===== src/rtl/aes_stream_arbiter.sv =====
// Two-requester packet arbiter in front of a single AES stream core; an ID FIFO
// steers results back in grant order. Optional stall watchdog: AES_ARB_WATCHDOG_EN.
module aes_stream_arbiter #(
  parameter int DATA_W      = 128,
  parameter int ID_DEPTH    = 4,
  parameter int WDOG_CYCLES = 1024
) (
  input  logic                   ap_clk,
  input  logic                   ap_rst_n,
  input  logic [1:0][DATA_W-1:0] s_tdata,
  input  logic [1:0]             s_tvalid,
  input  logic [1:0]             s_tlast,
  output logic [1:0]             s_tready,
  output logic [DATA_W-1:0]      core_in_tdata,
  output logic                   core_in_tvalid,
  output logic                   core_in_tlast,
  input  logic                   core_in_tready,
  input  logic [DATA_W-1:0]      core_out_tdata,
  input  logic                   core_out_tvalid,
  input  logic                   core_out_tlast,
  output logic                   core_out_tready,
  output logic [1:0][DATA_W-1:0] m_tdata,
  output logic [1:0]             m_tvalid,
  output logic [1:0]             m_tlast,
  input  logic [1:0]             m_tready,
  output logic [1:0]             grant,
  output logic                   stall
);

  localparam int PW = $clog2(ID_DEPTH);

  typedef enum logic [1:0] {IDLE, GNT0, GNT1} state_t;

  state_t              state_q, state_d;
  logic                last_served_q;
  logic [ID_DEPTH-1:0] id_mem;
  logic [PW-1:0]       wr_ptr, rd_ptr;
  logic [PW:0]         count;
  logic                fifo_full, fifo_empty;
  logic                push, push_id, pop, sel, head;

  assign fifo_full  = (count == (PW+1)'(ID_DEPTH));
  assign fifo_empty = (count == '0);

  // Input side: a packet owns the core input until its tlast beat is accepted
  always_comb begin
    state_d        = state_q;
    push           = 1'b0;
    push_id        = 1'b0;
    sel            = 1'b0;
    grant          = '0;
    s_tready       = '0;
    core_in_tdata  = '0;
    core_in_tvalid = 1'b0;
    core_in_tlast  = 1'b0;
    case (state_q)
      IDLE: begin
        if (!fifo_full && |s_tvalid) begin
          push    = 1'b1;
          push_id = (&s_tvalid) ? ~last_served_q : s_tvalid[1];
          state_d = push_id ? GNT1 : GNT0;
        end
      end
      GNT0, GNT1: begin
        sel            = (state_q == GNT1);
        grant[sel]     = 1'b1;
        core_in_tdata  = s_tdata[sel];
        core_in_tvalid = s_tvalid[sel];
        core_in_tlast  = s_tlast[sel];
        s_tready[sel]  = core_in_tready;
        if (core_in_tvalid && core_in_tready && core_in_tlast) state_d = IDLE;
      end
      default: state_d = IDLE;
    endcase
  end

  // Output side: results belong to the oldest outstanding grant
  always_comb begin
    head            = id_mem[rd_ptr];
    m_tdata         = '0;
    m_tvalid        = '0;
    m_tlast         = '0;
    core_out_tready = 1'b0;
    if (!fifo_empty) begin
      m_tdata[head]   = core_out_tdata;
      m_tvalid[head]  = core_out_tvalid;
      m_tlast[head]   = core_out_tlast;
      core_out_tready = m_tready[head];
    end
  end

  assign pop = core_out_tvalid & core_out_tready & core_out_tlast;

  always_ff @(posedge ap_clk or negedge ap_rst_n) begin
    if (!ap_rst_n) begin
      state_q       <= IDLE;
      last_served_q <= 1'b1;
      id_mem        <= '0;
      wr_ptr        <= '0;
      rd_ptr        <= '0;
      count         <= '0;
    end else begin
      state_q <= state_d;
      if (push) begin
        id_mem[wr_ptr] <= push_id;
        wr_ptr         <= wr_ptr + 1'b1;
        last_served_q  <= push_id;
      end
      if (pop) rd_ptr <= rd_ptr + 1'b1;
      case ({push, pop})
        2'b10:   count <= count + 1'b1;
        2'b01:   count <= count - 1'b1;
        default: count <= count;
      endcase
    end
  end

`ifdef AES_ARB_WATCHDOG_EN
  localparam int CW = $clog2(WDOG_CYCLES + 1);

  logic [CW-1:0] wdog_cnt;
  logic          wdog_hit, any_hs;

  assign wdog_hit = (core_in_tvalid & ~core_in_tready) | (|(m_tvalid & ~m_tready)) |
                    (~fifo_empty & ~core_out_tvalid);
  assign any_hs   = (core_in_tvalid & core_in_tready) | (core_out_tvalid & core_out_tready);

  always_ff @(posedge ap_clk or negedge ap_rst_n) begin
    if (!ap_rst_n)                                   wdog_cnt <= '0;
    else if (any_hs || !wdog_hit)                    wdog_cnt <= '0;
    else if (wdog_cnt != CW'(WDOG_CYCLES))           wdog_cnt <= wdog_cnt + 1'b1;
  end

  assign stall = (wdog_cnt >= CW'(WDOG_CYCLES));
`else
  assign stall = 1'b0;
`endif

endmodule

===== config.mk =====
export PLATFORM = sky130hd
export DESIGN_NAME = aes_stream_arbiter
export DESIGN_NICKNAME = d
export VERILOG_FILES = /design/src/rtl/aes_stream_arbiter.sv
export SDC_FILE = /design/constraint.sdc
export NUM_CORES = 1
export LEC_CHECK = 0
export CORE_AREA = 8 8 305 307
export CTS_CLUSTER_SIZE = 8
export DETAILED_ROUTE_END_ITERATION = 8
export DIE_AREA = 0 0 313 315
export GPL_ROUTABILITY_DRIVEN = 0
export PLACE_DENSITY = 0.4
export SLEW_MARGIN = 20
export SYNTH_ARGS = -nofsm -noshare
export SYNTH_HDL_FRONTEND = slang
export SYNTH_SLANG_ARGS = --single-unit

===== constraint.sdc =====
create_clock -name ap_clk -period 2.75 [get_ports ap_clk]
set_input_delay 0.55 -clock ap_clk [delete_from_list [all_inputs] [get_ports ap_clk]]
set_output_delay 0.55 -clock ap_clk [all_outputs]
set_load 0.1 [all_outputs]

==> metrics <==
status completed; kind of critical path flip-flop to output pin; Vias/cell 3.130; met3 WL 5607 um; Die H 315 um; Post-synth EDFFs 0; max layer used met5; setup violators final 0; met2 wire len 34,620 um; total grt overflow 0; CTS sink count 14; worst hold path class flip-flop to flip-flop; TritonCTS clock tree yes; Die ar. 0.09860 mm2; total of max-cap violations 0; Hold WS 0.5130 ns; Final ANT Viol Nets 0; Total Wirelength 66,070 um; Final Cycle Share 96.70%; post-synthesis cell count 806; crit path launch type flip-flop; initial antenna violation count 20; All-Layer GR Usage 12.58%; hpwl dp 60,150 um; most common cell after layout, fill and taps aside buf_12; largest net degree at the start of global routing 82; FP Rows 109; Synth Net Count 1,210; Tmin final 2.659 ns; Mapped Area 0.004863 mm2; clock skew 0.003767 ns; initial core utilization 5.529%; final slew viol count 0; Syn Area/Cell 6.034 um2; Worst Max-Slew Pin Slew 0.7080 ns; FMAX 376.0 MHz; H-tree depth 1; Worst Path Max Fanout 25; Placed Cells 2,722; setup TNS 0 ns; Rel. slew slack 52.65%; endpoints failing hold 0; die width 313 um; DR DRC count 0; core area 0.08797 mm2; buffers from clock root to sink, at most 2; area growth from synthesis to layout 307.7%; Final Net Count 1,967; most frequent cells in the layout buf_12, clkdlybuf4s50_1, nor2_2; CP required 2.20 ns; IO buf count 789; share of cells above drive strength 1 48.66%; Skew-Pair Late Insertion Delay 0.24 ns; Critical Path Sink Type output pin; Yosys cell types 32; Synth Warn # 0; post-synthesis sequential area ratio 7.229%; ys flop type dfrtp_1; vias in the first global route 9,594; arrival time at the worst endpoint 2.11 ns; WL met1 25,580 um; root buffer cell clkbuf_16; first-pass GRT wire length 87,860 um; routed len/inst 24.22 um; Via Count 8,539; io pins 791; RSZ-0062 raised after global routing yes; TritonCTS Buffers 3; ys async rst share 100.0%; TritonRoute pass-1 iters 4; clock slew at reported path FFs 0.05 ns; Seq cells post-synth 14; drt initial violations 372; Layout Cells excl Fill 2,728
==> cell usage after synthesis, types with 2 or more instances <==
library cell | instances | area, um2
xnor2_1 | 2 | 17.52
buf_1 | 3 | 11.26
a32o_1 | 2 | 20.02
o21ai_0 | 5 | 25.02
mux2i_1 | 135 | 1351
mux2_2 | 6 | 67.56
buf_2 | 35 | 175.2
dfrtp_1 | 13 | 325.3
xor2_1 | 3 | 26.28
buf_6 | 11 | 123.9
nor3b_1 | 2 | 15.01
nand2_1 | 138 | 518.0
ha_1 | 8 | 100.1
inv_1 | 9 | 33.78
clkbuf_1 | 24 | 90.09
nor2b_1 | 130 | 813.3
nor2_1 | 265 | 994.7
==> layout make-up <==
class,count,area (um2)
clock buffers,4,88.84
inverters,9,33.78
flip-flops and latches,14,352.8
diodes,1,2.502
well taps,1165,1458
fillers,9545,68140
multi-input cells,709,5544
repair buffers,826,12350
==> layer usage <==
metal | GRT usage, % | vias to the layer above
met4 | 0.2505 | 4
li1 | - | 4029
met5 | 0 | -
met3 | 4.459 | 34
met2 | 23.66 | 460
met1 | 14.33 | 4012
==> repair_timing <==
action                                  in CTS  in global routing
gates resized for setup                     16                 14
hold endpoints to repair                     0                  0
hold buffers                                 0                  0
pin swaps                                    0                  1
setup buffers                                0                  1
endpoints found under the setup margin      67                 82
==> flip-flops by register name, summed over array words and instances, names as in the netlist <==
name,cells
count,3
last_served_q,1
rd_ptr,2
state_q,2
id_mem,4
wr_ptr,2
==> metrics by stage <==
step	area (um2)	setup slack [ns]	util, %
floorplan	6243	-0.3144	-
global placement	19620	0.02781	22.31
detailed placement	19620	0.1340	22.31
CTS	19760	0.004802	22.46
global route	19830	-0.0008804	22.54
finish	19830	0.09070	22.54
==> worst max-delay path: stages, from the launching register on <==
cell and delay [ns]:
dfrtp_1 0.41, inv_1 0.17, ha_4 0.21, buf_12 0.22, buf_12 0.23, mux2i_1 0.31, nor2b_4 0.10, buf_12 0.18
==> logic make-up after synthesis <==
kind of cell	share of synthesized area [%]
AOI/OAI and AO/OA	1.441
xor gates and xnor gates	0.9006
adders and majority gates	2.470
buffers and inverters	9.082
DFF	7.229
muxes	29.64
other	0.07711
and+or+nand+nor	49.16
==> worst paths after layout <==
| path | startpoint | endpoint | slack, ns | cells past startpoint |
|---|---|---|---|---|
| worst max-delay path | state_q[0]$_DFFE_PN0P_ | core_in_tdata[110] | 0.09 | 7 |
| worst min-delay path | id_mem[0]$_DFFE_PN0P_ | id_mem[0]$_DFFE_PN0P_ | 0.51 | 1 |
| worst max register to register | rd_ptr[1]$_DFFE_PN0P_ | count[2]$_DFFE_PN0P_ | 0.41 | 11 |
| worst min register to register | id_mem[0]$_DFFE_PN0P_ | id_mem[0]$_DFFE_PN0P_ | 0.51 | 1 |
| max in group asynchronous | ap_rst_n | rd_ptr[1]$_DFFE_PN0P_ | 1.52 | 1 |
| min in group asynchronous | ap_rst_n | id_mem[1]$_DFFE_PN0P_ | 0.74 | 1 |
Power of run 1 is left out: the tool's default activity adds up to more than one toggle a clock period on the data nets, which glitch-free logic cannot reach.
